==> config.mk <==
export PLATFORM = sky130hd
export DESIGN_NAME = sd_cmd_master
export DESIGN_NICKNAME = d
export VERILOG_FILES = /design/src/rtl/sd_cmd_master.sv
export SDC_FILE = /design/constraint.sdc
export NUM_CORES = 1
export LEC_CHECK = 0
export BUFFER_PORTS_ARGS = -buffer_cell sky130_fd_sc_hd__buf_2
export CORE_MARGIN = 10
export CORE_UTILIZATION = 52
export CTS_CLUSTER_DIAMETER = 60
export DETAILED_ROUTE_END_ITERATION = 8
export GPL_ROUTABILITY_DRIVEN = 0
export PLACE_DENSITY_LB_ADDON = 0.3
export RECOVER_POWER = 25
export SLEW_MARGIN = 15
export SYNTH_ARGS = -nofsm -noshare
export SYNTH_HDL_FRONTEND = slang
export SYNTH_SLANG_ARGS = --single-unit
==> constraint.sdc <==
create_clock -name wb_clk_i -period 19.9 [get_ports wb_clk_i]
set_input_delay 3.98 -clock wb_clk_i [delete_from_list [all_inputs] [get_ports wb_clk_i]]
set_output_delay 3.98 -clock wb_clk_i [all_outputs]
set_load 0.1 [all_outputs]
==> src/rtl/sd_cmd_master.sv <==
// sd_cmd_master: sequences one SD command on the serial host, captures the response and raises status flags.
module sd_cmd_master #(
  parameter int TIMEOUT_W = 16
) (
  input  logic                 wb_clk_i,
  input  logic                 wb_rst_i,
  input  logic                 sd_clk_tick_i,
  input  logic                 soft_rst_i,
  input  logic                 cmd_start_i,
  input  logic [31:0]          argument_i,
  input  logic [13:0]          command_i,
  input  logic [TIMEOUT_W-1:0] timeout_i,
  input  logic                 int_rst_i,
  output logic [39:0]          host_cmd_o,
  output logic [1:0]           host_setting_o,
  output logic                 host_start_o,
  output logic                 host_abort_o,
  input  logic                 host_finish_i,
  input  logic                 host_crc_ok_i,
  input  logic                 host_index_ok_i,
  input  logic [119:0]         host_resp_i,
  output logic [31:0]          response_0_o,
  output logic [31:0]          response_1_o,
  output logic [31:0]          response_2_o,
  output logic [31:0]          response_3_o,
  output logic [4:0]           int_status_o,
  output logic                 busy_o
);
  typedef enum logic [1:0] {IDLE, SETUP, EXECUTE, FINISH} state_t;
  state_t state, state_nxt;
  logic [1:0] chk_q;
  logic [TIMEOUT_W-1:0] to_q, cnt;
  logic start_ok, fin, tmo, has_resp, crc_err, idx_err;
  logic [4:0] set_bits;
  always_comb begin
    start_ok  = !soft_rst_i && state == IDLE && cmd_start_i;
    fin       = !soft_rst_i && state == EXECUTE && host_finish_i;
    tmo       = !soft_rst_i && state == EXECUTE && !host_finish_i && to_q != '0 && cnt == to_q;
    has_resp  = host_setting_o != 2'b00;
    crc_err   = chk_q[0] && has_resp && !host_crc_ok_i;
    idx_err   = chk_q[1] && has_resp && !host_index_ok_i;
    set_bits  = fin ? {idx_err, crc_err, 1'b0, idx_err | crc_err, 1'b1} : tmo ? 5'b00110 : 5'b00000;
    state_nxt = soft_rst_i ? IDLE :
                start_ok ? SETUP :
                state == SETUP ? EXECUTE :
                (fin || tmo) ? FINISH :
                state == FINISH ? IDLE : state;
  end
  always_ff @(posedge wb_clk_i or posedge wb_rst_i) begin
    if (wb_rst_i) begin
      state          <= IDLE;
      busy_o         <= 1'b0;
      host_start_o   <= 1'b0;
      host_abort_o   <= 1'b0;
      host_cmd_o     <= '0;
      host_setting_o <= '0;
      chk_q          <= '0;
      to_q           <= '0;
      cnt            <= '0;
      int_status_o   <= '0;
      response_0_o   <= '0;
      response_1_o   <= '0;
      response_2_o   <= '0;
      response_3_o   <= '0;
    end else begin
      state        <= state_nxt;
      busy_o       <= state_nxt != IDLE;
      host_start_o <= start_ok;
      host_abort_o <= tmo;
      if (start_ok) begin
        host_cmd_o     <= {2'b01, command_i[13:8], argument_i};
        host_setting_o <= command_i[1:0];
        chk_q          <= command_i[4:3];
        to_q           <= timeout_i;
      end
      cnt <= (soft_rst_i || state == SETUP) ? '0 :
             (state == EXECUTE && sd_clk_tick_i) ? cnt + 1'b1 : cnt;
      // a same-cycle set survives the interrupt clear
      int_status_o <= soft_rst_i ? 5'b00000 : ((int_rst_i ? 5'b00000 : int_status_o) | set_bits);
      if (soft_rst_i) begin
        response_0_o <= '0;
        response_1_o <= '0;
        response_2_o <= '0;
        response_3_o <= '0;
      end else if (fin && has_resp) begin
        response_0_o <= host_resp_i[119:88];
        if (host_setting_o == 2'b10) begin
          response_1_o <= host_resp_i[87:56];
          response_2_o <= host_resp_i[55:24];
          response_3_o <= {host_resp_i[23:0], 8'h00};
        end
      end
    end
  end
endmodule

-- Word level (Yosys, flattened, before mapping)
Index checks and enable logic that the tools add are counted.
- add/sub/neg operators: 1
- equality and inequality tests: 5
- multiplexer cells: 22
- bitwise operators: 2
- reductions and logical operators: 27
- operators with widths (kind ; count):
    2-to-1 mux 32 bit ; 11
    2-to-1 mux 16 bit ; 2
    adder 16 x 1 -> 16 bit, second input constant ; 1
    equality test 16 bit ; 1
    nonzero test 16 bit ; 1
    2-to-1 mux 5 bit ; 3
    logical AND 1 bit ; 13
    2-to-1 mux 2 bit ; 5
    nonzero test 2 bit ; 5
    equality test 2 bit, second input constant ; 3
    bitwise OR 5 bit ; 1
    logical NOT 1 bit ; 4
    2-to-1 mux 3 bit ; 1
    equality test 2 x 1 -> 1 bit, second input constant ; 1
    logical NOT 2 bit ; 1
    logical OR 1 bit ; 2
    AND reduction 2 bit ; 1
    bitwise OR 1 bit ; 1
- flip-flop bits (word level): 213
- bits of input ports: 191

-- Logic depth before layout (Yosys ltp)
Gate-level depths: netlist of the first run.
- depth in word-level cells: 11
- gate-level depth with buffers: 9

-- Least setup slack after synthesis of the first run
Ideal clock, no wire load.
- path kind: input port to flip-flop
- from: input port soft_rst_i
- to: register response_0_o[2]
- library setup time: 136 ps
- data arrival time: 5193 ps
- required time: 19764 ps
- path slack: 14571 ps
- stages on the path: 8
- path buffers: 3
- cells stage by stage: buf_2 -> nor3b_2 -> nand2_2 -> or2_2 -> clkbuf_1 -> buf_2 -> nand2_1 -> a21oi_1
- cells in the longest elaborated chain, start to end: 5
- elaborated cells between the ends (all ways): 6
- classes of those cells: mux (1); reduce/logical (5)
- RTL lines (item ; line ; text):
    start: declaration ; 8 ; input logic soft_rst_i,
    logical NOT 1 bit ; 37 ; fin = !soft_rst_i && state == EXECUTE && host_finish_i;
    logical AND 1 bit (2 in a row) ; 37 ;
    logical AND 1 bit ; 85 ; end else if (fin && has_resp) begin
    nonzero test 2 bit (no line) ; n/a ;
    end signal: assignment ; 86 ; response_0_o <= host_resp_i[119:88];
    end: declaration ; 22 ; output logic [31:0] response_0_o,
Several ways; a longest one is shown, not always the timed one.
A chain may end at the register's enable or synchronous reset.

==> results of run 1 <==
synthesized netlist by cell type (7+ instances only):
cell type    n  share of area
a21oi_1     18          0.010
buf_2       19          0.011
buf_4       10         0.0087
clkbuf_1    20         0.0087
dfrtp_1    205           0.59
mux2_2      53          0.069
nand2_1    163          0.071
nand2b_1    93          0.067
nand3b_1    18          0.016
nand4_1     10         0.0072
nor2_1      19         0.0082
nor4_1       8         0.0058
o21ai_0     82          0.047
o21ai_1      7         0.0040
xnor2_1     12          0.012
xor2_1      18          0.018
area by class of cell:
| class | count | area [sq um] | share of cell area |
|---|---|---|---|
| timing repair buffer | 362 | 1826 | 0.1623 |
| clock buffer | 31 | 675.6 | 0.06005 |
| multi-input combinational | 540 | 3201 | 0.2845 |
| sequential | 205 | 5130 | 0.4560 |
| inverter | 4 | 16.27 | 0.001446 |
| clock inverter | 9 | 127.6 | 0.01134 |
| tap | 220 | 275.3 | 0.02447 |
layout by cell type (no fill, tap or decap), types with 4 or more instances in the layout:
| cell | Yosys | routed |
|---|---|---|
| conb_1 | 1 | 9 |
| nor4_1 | 8 | 8 |
| o21ai_0 | 82 | 82 |
| buf_2 | 19 | 355 |
| clkbuf_16 | 0 | 23 |
| a21oi_1 | 18 | 18 |
| mux2_2 | 53 | 53 |
| xor2_1 | 18 | 18 |
| clkbuf_8 | 0 | 7 |
| nand2b_1 | 93 | 93 |
| xnor2_1 | 12 | 12 |
| nand3b_1 | 18 | 18 |
| nand2_1 | 163 | 163 |
| o21ai_1 | 7 | 7 |
| nand4_1 | 10 | 10 |
| buf_4 | 10 | 6 |
| dfrtp_1 | 205 | 205 |
| clkinv_2 | 0 | 4 |
| nor2_1 | 19 | 18 |
| mux2_1 | 5 | 5 |
metrics by stage:
step | std cells | hold WS (ps)
4_1_cts | 1371 | 472.1
6_report | 1371 | 473.3
2_1_floorplan | 807 | 481.8
5_1_grt | 1371 | 501.4
3_5_place_dp | 1331 | 448.6
3_3_place_gp | 1331 | 449.3
kinds of logic (layout without fill, tap and decap cells):
group,after synthesis,after routing
and+or+nand+nor,331,331
DFF,205,205
AOI/OAI and AO/OA,110,110
buffers and inverters,62,406
muxes,59,59
xor gates and xnor gates,30,30
adders and majority gates,1,1
other,1,9
metal layers:
layer  track usage  wire, um
met4       0.07066       782
met1        0.2585      9847
met5             0         0
met2        0.3592     12280
met3       0.09648      2956
power by group:
part	internal, mW	leakage, nW	switching (mW)	total [mW]
registers	0.452	2.72	0.0227	0.474
logic	0.0650	2.62	0.247	0.312
clock network	0.276	0.402	0.164	0.440
total	0.793	5.75	0.434	1.23
path summary, 6_finish.rpt:
| kind | endpoint | slack (ps) | cells after the start | from |
|---|---|---|---|---|
| worst max-delay path | host_cmd_o[9] | 11650 | 2 | wb_rst_i |
| worst min-delay path | host_cmd_o[38] | 470 | 1 | host_cmd_o[38] |
| worst max register to register | response_2_o[5] | 16790 | 6 | state[0] |
| worst min register to register | host_cmd_o[38] | 470 | 1 | host_cmd_o[38] |
| max in group wb_clk_i | response_2_o[5] | 12260 | 8 | soft_rst_i |
| min in group asynchronous | response_2_o[25] | 5390 | 2 | wb_rst_i |
flip-flops by register name (all words and copies together) (netlist names):
register and count:
response_2_o 32, to_q 16, chk_q 2, host_setting_o 2
host_start_o 1, host_cmd_o 39, host_abort_o 1, response_3_o 24
cnt 16, int_status_o 5, response_1_o 32, busy_o 1
state 2, response_0_o 32
==> key figures, run 1 <==
Hold path
  – Min-delay worst type: flip-flop to flip-flop

Logic synthesis
  – Asr flop ratio synth: 1.000
  – Adder-cell share of the synthesized area: 0.001446
  – Top FF cell, synth: dfrtp_1
  – Main combinational cell family by area after synthesis: simple AND/OR/NAND/NOR gates
  – Synthesis Warnings: 0
  – Sequential share of the synthesized area: 0.5927
  – Post-synthesis cell type count: 40
  – Cell Area, Synth: 8655 sq um
  – Post-synth EDFFs: 0
  – Post-Synth Simple-Gate Area: 0.1946
  – Synthesis-stage register bit count: 205
  – Xor-xnor portion of the synthesized cell area: 0.03036
  – Proportion of synthesized area in mux cells: 0.07662
  – Synth Area in Compound Gates: 0.06491
  – Post-synthesis cell count: 799
  – Syn Area/Cell: 10.83 sq um

CTS
  – Clk_lat worst skew: 500 ps
  – CTS sink count: 205
  – CTS resizes: 0
  – TritonCTS Buffers: 22
  – CTS Hold Bufs: 0
  – Clock-pin slew on the worst setup and hold paths: 60 ps
  – Htree depth: 1
  – Clock tree root buffer cell: clkbuf_16
  – Setup Buffers After CTS: 0
  – CTS Buffer Depth: 3
  – CTS tree: done

Setup path
  – Cell family with most CP delay: buffers and inverters
  – Worst EP required: 19,340 ps
  – Worst path cell trace: buf_2 -> clkinvlp_2
  – WP buf/inv: 2
  – Kind of critical path: input pin to asynchronous set/reset pin
  – CP max-delay cell: clkinvlp_2
  – Worst path arrival time: 7690 ps
  – Crit-path max FO: 141
  – Nature of the critical path endpoint: asynchronous set/reset pin
  – Max stage delay on crit path: 3400 ps
  – Startpoint Class: input pin

STA
  – Achievable frequency: 0.1212 GHz
  – Slew of the pin with the lowest slew margin: 6223 ps
  – PnR worst setup slack: 11,650 ps
  – Crit path time final: 8251 ps
  – Final setup viols: 0
  – Period utilization: 0.4146
  – Fin. max-slew vios: 222
  – Total Negative Setup Slacks: 0 ps
  – Slew margin rel.: -3.149
  – Final clock skew: 10.72 ps
  – Endpoints failing hold: 0
  – RSZ-0062 raised after global routing: false

Layout
  – Fill cells: 1,248
  – Area Overhead vs Synth: 30.00%
  – Share of cells above drive strength 1: 0.3997
  – Post-route cell area: 11,250 sq um
  – # nets final: 1,327
  – Layout Utilization: 0.6833
  – Antenna cells: 0

Job
  – Max_cap viols: 2

Global route
  – Gr ovfl total: 0
  – Vias in the first global route: 7,096
  – Initial antenna violation count: 0
  – Largest net degree at the start of global routing: 142
  – First-pass GRT wire length: 39,530 um
  – GRT Total Usage: 0.2211

Floorplanning
  – Die height: 149.0 um
  – Initial Util: 0.5256
  – Die Span X: 149.0 um
  – Num ports: 369
  – Die outline area: 22,200 sq um
  – Core area: 16,470 sq um
  – Row cnt: 47

Pwr
  – Pwr Density: 109.0 nW/um^2
  – Total power: 1.226 mW
  – LEAKAGE: 5.749 nW
  – Worst VDD drop: 0.1085 mV

Placement
  – Dpl ws: 12,940 ps
  – Post-detail-place hpwl: 18,850 um
  – Post-DP Area: 10,480 sq um
  – Port bufs: 355

Detailed routing
  – # DRC: 0
  – Initial DRC Count: 423
  – TritonRoute pass-1 iters: 4
  – WL/cell: 18.87 um
  – Vias/cell: 5.014
  – WL final: 25,870 um
  – Via count: 6,874
  – ANT nets after route: 0

Status
  – Failing checks: capacitance limit, slew limit
  – Outcome: finished, violations left
(Power assumes the default switching activity.)
==> run 2: changes to the inputs <==
Settings changed: CORE_UTILIZATION 52 to 48.
Clock period 19.9 ns to 7.85 ns, I/O delays scaled along.
==> run 2 against run 1 <==
- the run still ends with capacitance limit, slew limit left
- critical endpoint is now cnt[8]
- critical path depth up 3
- clock power increased to 2.5 times the previous value
- highest routed layer unchanged
- register-to-register slack lost 12000 ps
- power rose to 2.5 times the previous value
- sequential power increased to 2.6 times the previous value
- routed wire length up 1.9%
- largest power group unchanged
- non-clock buffer count is the same
- count of clock-buffer cells in the layout increased by 5
- global-route usage is 1.2 points lower
==> key figures, run 2 (synthesis gave the netlist of run 1 again) <==
Setup path
  – Worst path cell trace: clkbuf_1 -> buf_4 -> clkbuf_1 -> nand2b_1 -> nor2_1
  – FF-to-FF setup slack: 4940 ps
  – Crit-path max FO: 66
  – Most used cell along the critical path: clkbuf_1
  – Max stage delay on crit path: 1670 ps
  – Worst EP required: 8210 ps
  – Worst path arrival time: 4630 ps
  – Kind of critical path: input pin to flip-flop
  – Nature of the critical path endpoint: flip-flop
  – WP buf/inv: 3
  – Startpoint Class: input pin
  – CP max-delay cell: clkbuf_1
  – Cell family with most CP delay: buffers and inverters

Layout
  – Area Overhead vs Synth: 30.26%
  – Storage element area: 5130 sq um
  – Most common cell after layout, fill and taps aside: buf_2
  – Post-route cell area: 11,270 sq um
  – Number of flip-flops in the largest register: 39
  – Fill cells: 1,498
  – Share of cells above drive strength 1: 0.3955
  – # nets final: 1,329
  – Biggest register: host_cmd_o
  – Most frequent cells in the layout: 353 x buf_2, 205 x dfrtp_1, 163 x nand2_1
  – Area used by multi-input combinational logic: 3201 sq um

Global route
  – First-pass GRT wire length: 40,420 um
  – Initial antenna violation count: 3
  – Vias in the first global route: 7,022
  – GRT Total Usage: 0.2092
  – Gr ovfl total: 0
  – Largest net degree at the start of global routing: 128

Detailed routing
  – # DRC: 0
  – WL final: 26,360 um
  – Initial DRC Count: 366
  – WL/cell: 19.03 um
  – TritonRoute pass-1 iters: 4
  – Vias/cell: 4.976
  – ANT nets after route: 0
  – Via count: 6,892

CTS
  – Clk_lat worst skew: 510 ps
  – Htree depth: 1
  – CTS resizes: 0
  – Setup Buffers After CTS: 0
  – Clock-pin slew on the worst setup and hold paths: 60 ps
  – TritonCTS Buffers: 24
  – CTS Hold Bufs: 0
  – CTS tree: done
  – Clock tree root buffer cell: clkbuf_16
  – CTS Buffer Depth: 3
  – CTS sink count: 205

Floorplanning
  – Num ports: 369
  – Core area: 17,840 sq um
  – Die height: 154.3 um
  – Initial Util: 0.4851
  – Die outline area: 23,800 sq um
  – Row cnt: 49
  – Die Span X: 154.3 um

STA
  – Achievable frequency: 0.2338 GHz
  – Final setup viols: 0
  – Slew margin rel.: -0.5191
  – Total Negative Setup Slacks: 0 ps
  – Fin. max-slew vios: 62
  – RSZ-0062 raised after global routing: false
  – Period utilization: 0.5448
  – Crit path time final: 4277 ps
  – Final clock skew: 11.91 ps
  – Endpoints failing hold: 0
  – Slew of the pin with the lowest slew margin: 2279 ps

Placement
  – Post-detail-place hpwl: 19,410 um
  – Post-DP Area: 10,490 sq um
  – Port bufs: 355

Hold path
  – Min-delay worst type: flip-flop to flip-flop

Job
  – Max_cap viols: 1

Status
  – Outcome: finished, violations left
  – Failing checks: capacitance limit, slew limit

Pwr
  – LEAKAGE: 5.739 nW
  – Worst VDD drop: 0.3046 mV
  – Pwr Density: 275.7 nW/um^2
==> run 2: cell count changes in the layout (fill, tap and decap cells not counted), sizes merged <==
| cell | before | now |
|---|---|---|
| clkinvlp | 1 | 2 |
| clkbuf | 32 | 39 |
| diode | 0 | 3 |
| buf | 361 | 359 |
| clkinv | 5 | 2 |
| bufinv | 3 | 1 |
| inv | 4 | 5 |
==> run 2: worst paths after layout <==
| kind | start | endpoint | cells past startpoint |
|---|---|---|---|
| max | soft_rst_i | cnt[8] | 5 |
| max reg2reg | state[0] | response_1_o[7] | 6 |
| min in group asynchronous | wb_rst_i | response_0_o[25] | 2 |
| min reg2reg | int_status_o[2] | int_status_o[2] | 2 |
| min | int_status_o[2] | int_status_o[2] | 2 |
| max in group asynchronous | wb_rst_i | response_0_o[5] | 3 |
==> run 2: layout make-up <==
| type | instances | area share |
|---|---|---|
| Multi-Input combinational cell | 540 | 0.2839 |
| Antenna cell | 3 | 0.0006659 |
| Tap cell | 229 | 0.02542 |
| Timing Repair Buffer | 362 | 0.1617 |
| Clock inverter | 6 | 0.005882 |
| Clock buffer | 36 | 0.06537 |
| Inverter | 4 | 0.001998 |
| Sequential cell | 205 | 0.4551 |
==> run 2: routing by layer <==
metal  up-vias  share of wire  global-route usage
met4         0          0.020             0.05443
met2       301           0.49              0.3515
met5         -              0                   0
li1       3297              -                   -
met1      3258           0.39              0.2442
met3        36           0.10             0.08292
==> run 2: metrics by stage <==
step | setup slack (ps) | cells | power, mW | hold slack [ps] | utilization
floorplan | 684.2 | 807 | 1.852 | 481.8 | -
global placement | 3860 | 1340 | 2.008 | 448.6 | 0.5879
detailed placement | 3802 | 1340 | 2.019 | 456.6 | 0.5879
CTS | 4327 | 1382 | 3.142 | 478.4 | 0.6329
global route | 3235 | 1385 | 3.219 | 501.0 | 0.6319
finish | 3573 | 1385 | 3.108 | 472.1 | 0.6319
==> run 2: where the power goes <==
part	switching, mW	total (mW)	internal, mW	leakage [nW]
clock	0.432	1.11	0.680	0.391
sequential	0.0621	1.21	1.14	2.72
combinational	0.625	0.790	0.164	2.62
==> run 2: worst reg2reg max path: cells and delay by family, from the launching register on <==
kind,cells,cell delay (ps)
compound gates,1,310
simple gates,3,720
buf+inv,2,1290
flops,1,430
==> run 3: changes to the inputs <==
Settings changed: ABC_AREA set to 1, CORE_UTILIZATION 48 to 44.
Clock period 7.85 ns to 3.8 ns, I/O delays scaled along.
==> run 3 against run 2 <==
- the run now ends clean
- routed wire length increased by 8.1%
- core utilization decreased by 5.1 points
- global-route usage fell by 1.2 points
- clock power grew 95%
- critical endpoint is now response_3_o[10]
- largest power group unchanged
==> key figures, run 3 <==
Status
  – Outcome: completed

Setup path
  – Worst path arrival time: 2750 ps
  – Nature of the critical path endpoint: flip-flop
  – Most used cell along the critical path: nand2_2
  – WP buf/inv: 3
  – Cell family with most CP delay: simple AND/OR/NAND/NOR gates
  – Worst EP required: 4160 ps
  – Kind of critical path: flip-flop to flip-flop
  – Worst path depth: 9
  – Worst R2R Path Depth: 9
  – CP max-delay cell: nand3_4
  – Startpoint Class: flip-flop
  – Max stage delay on crit path: 480 ps
  – Crit-path max FO: 76
  – Worst path cell trace: inv_2 -> nand2_2 -> nor2_4 -> nand2_2 -> inv_4 -> nand3_4 -> buf_12 -> nand3_1 -> o21ai_1

Detailed routing
  – Vias/cell: 4.890
  – Via count: 8,278
  – WL final: 28,500 um
  – ANT nets after route: 0
  – # DRC: 0
  – TritonRoute pass-1 iters: 5
  – Initial DRC Count: 560
  – WL/cell: 16.84 um

Layout
  – # nets final: 1,597
  – Final Non-Filler Cells: 1,693
  – Layout Utilization: 0.5808
  – Number of flip-flops in the largest register: 39
  – Share of cells above drive strength 1: 0.3336
  – Biggest register: host_cmd_o
  – Most frequent cells in the layout: 355 x buf_2, 273 x nand2_1, 205 x dfrtp_1
  – Fill cells: 1,893
  – Most common cell after layout, fill and taps aside: buf_2
  – Post-route cell area: 11,870 sq um
  – Area Overhead vs Synth: 28.27%

Global route
  – Initial antenna violation count: 4
  – Largest net degree at the start of global routing: 98
  – Vias in the first global route: 8,075
  – Gr ovfl total: 0
  – First-pass GRT wire length: 43,640 um
  – GRT Total Usage: 0.1972

Logic synthesis
  – Yosys top cell area share: 0.5546
  – Asr flop ratio synth: 1.000
  – Count leader, synth: nand2_1
  – Synthesis Warnings: 0
  – Top FF cell, synth: dfrtp_1
  – Cell Area, Synth: 9250 sq um
  – Post-synth EDFFs: 0
  – Most common library cells after synthesis: 273 x nand2_1, 205 x dfrtp_1, 168 x nand3_1, 141 x inv_1, 60 x o21ai_2
  – Post-synthesis cell type count: 32
  – Dominant cells by area after synthesis: dfrtp_1 55%, nand2_1 11%, nand3_1 9.1%
  – Syn Area/Cell: 8.669 sq um
  – Synth area leader: dfrtp_1
  – Synthesis-stage register bit count: 205
  – Post-synthesis cell count: 1,067
  – Sequential share of the synthesized area: 0.5546

CTS
  – CTS resizes: 0
  – Htree depth: 1
  – Clock-pin slew on the worst setup and hold paths: 60 ps
  – CTS tree: done
  – Clock tree root buffer cell: clkbuf_16
  – CTS Buffer Depth: 3
  – TritonCTS Buffers: 23
  – Clk_lat worst skew: 500 ps
  – CTS Hold Bufs: 0
  – CTS sink count: 205
  – Setup Buffers After CTS: 0

Placement
  – Dpl cells: 1,650
  – Post-DP Area: 11,120 sq um
  – Dpl ws: 1014 ps
  – Post-detail-place hpwl: 21,120 um
  – Port bufs: 355

Pwr
  – Sw frac: 0.3720
  – LEAKAGE: 6.892 nW
  – Internal power: 3.957 mW
  – Total power: 6.302 mW
  – Psw: 2.345 mW
  – Combinational fraction of design power: 0.266
  – Part of the power in registers: 0.389
  – Worst VDD drop: 0.4707 mV
  – Clock share of power: 0.344
  – Pwr Density: 531.1 nW/um^2

Hold path
  – Min-delay worst type: input pin to asynchronous set/reset pin

STA
  – Slew of the pin with the lowest slew margin: 1065 ps
  – Achievable frequency: 0.4176 GHz
  – Endpoints failing hold: 0
  – RSZ-0062 raised after global routing: false
  – PnR worst setup slack: 1406 ps
  – Fin. max-slew vios: 0
  – Worst hold slack: 376.1 ps
  – Crit path time final: 2394 ps
  – Total Negative Setup Slacks: 0 ps
  – Period utilization: 0.6301
  – Final setup viols: 0
  – Final clock skew: 14.97 ps
  – Slew margin rel.: 0.2884

Floorplanning
  – Row cnt: 52
  – Initial Util: 0.4528
  – Die Span X: 165.0 um
  – Die height: 165.0 um
  – Core area: 20,430 sq um
  – Die outline area: 27,220 sq um
  – Num ports: 369

Job
  – Max_cap viols: 0
-- run 3: cell count changes in the layout (fill, tap and decap cells not counted), sizes merged, moves of 12 or more --
cell    change
nand2     +112
xnor2      -12
inv       +138
xor2       -17
nand3b     -15
nand3     +168
o21ai      +27
nor2       +32
mux2       -58
nand2b     -93
-- run 3: layout make-up --
type / count / area, sq um / share of cell area
tap: 270 / 337.8 / 0.02847
clock buffer: 31 / 645.6 / 0.05441
antenna: 5 / 12.51 / 0.001055
multi-input combinational: 663 / 3201 / 0.2697
timing repair buffer: 367 / 1904 / 0.1605
sequential: 205 / 5130 / 0.4324
clock inverter: 7 / 85.08 / 0.007171
inverter: 145 / 549.3 / 0.04629
-- run 3: worst reg2reg max path: cells and delay by family, from the launching register on --
kind	cells	cell delay [ps]
simple gates	5	950
flops	1	390
compound gates	1	110
buf+inv	3	810
-- run 3: routing by layer --
metal  up-vias  share of wire  track usage
li1       4045              -            -
met1      3866           0.41       0.2560
met2       323           0.48       0.3184
met3        44          0.087      0.04879
met4         0          0.021      0.06039
met5         -              0            0
-- run 3: worst paths after layout --
path                                      from                to  slack, ps
worst max-delay path                  state[0]  response_3_o[10]       1410
worst min-delay path                  wb_rst_i  response_1_o[19]        380
worst max register to register        state[0]  response_3_o[10]       1410
worst min register to register  host_cmd_o[28]    host_cmd_o[28]        480
max in group asynchronous             wb_rst_i  response_1_o[30]       2470
min in group wb_clk_i           argument_i[22]    host_cmd_o[22]        450
-- run 3: power by group through the flow --
stage	sequential, mW	clock, mW	combinational, mW
finish	2.45	2.17	1.68
global placement	2.48	0	1.68
floorplan	3.35	0	0.448
detailed placement	2.48	0	1.69
global route	2.48	2.31	1.79
CTS	2.45	2.23	1.69
-- run 3: kinds of logic (layout without fill, tap and decap cells) --
kind of cell	count (synthesis)	in the layout	synth area share
xor+xnor	1	1	0.0009470
fa+ha+maj	1	1	0.001352
compound gates	134	134	0.09780
flops	205	205	0.5546
simple gates	518	518	0.2423
other cells	1	14	0.0004054
buf+inv	207	550	0.1027
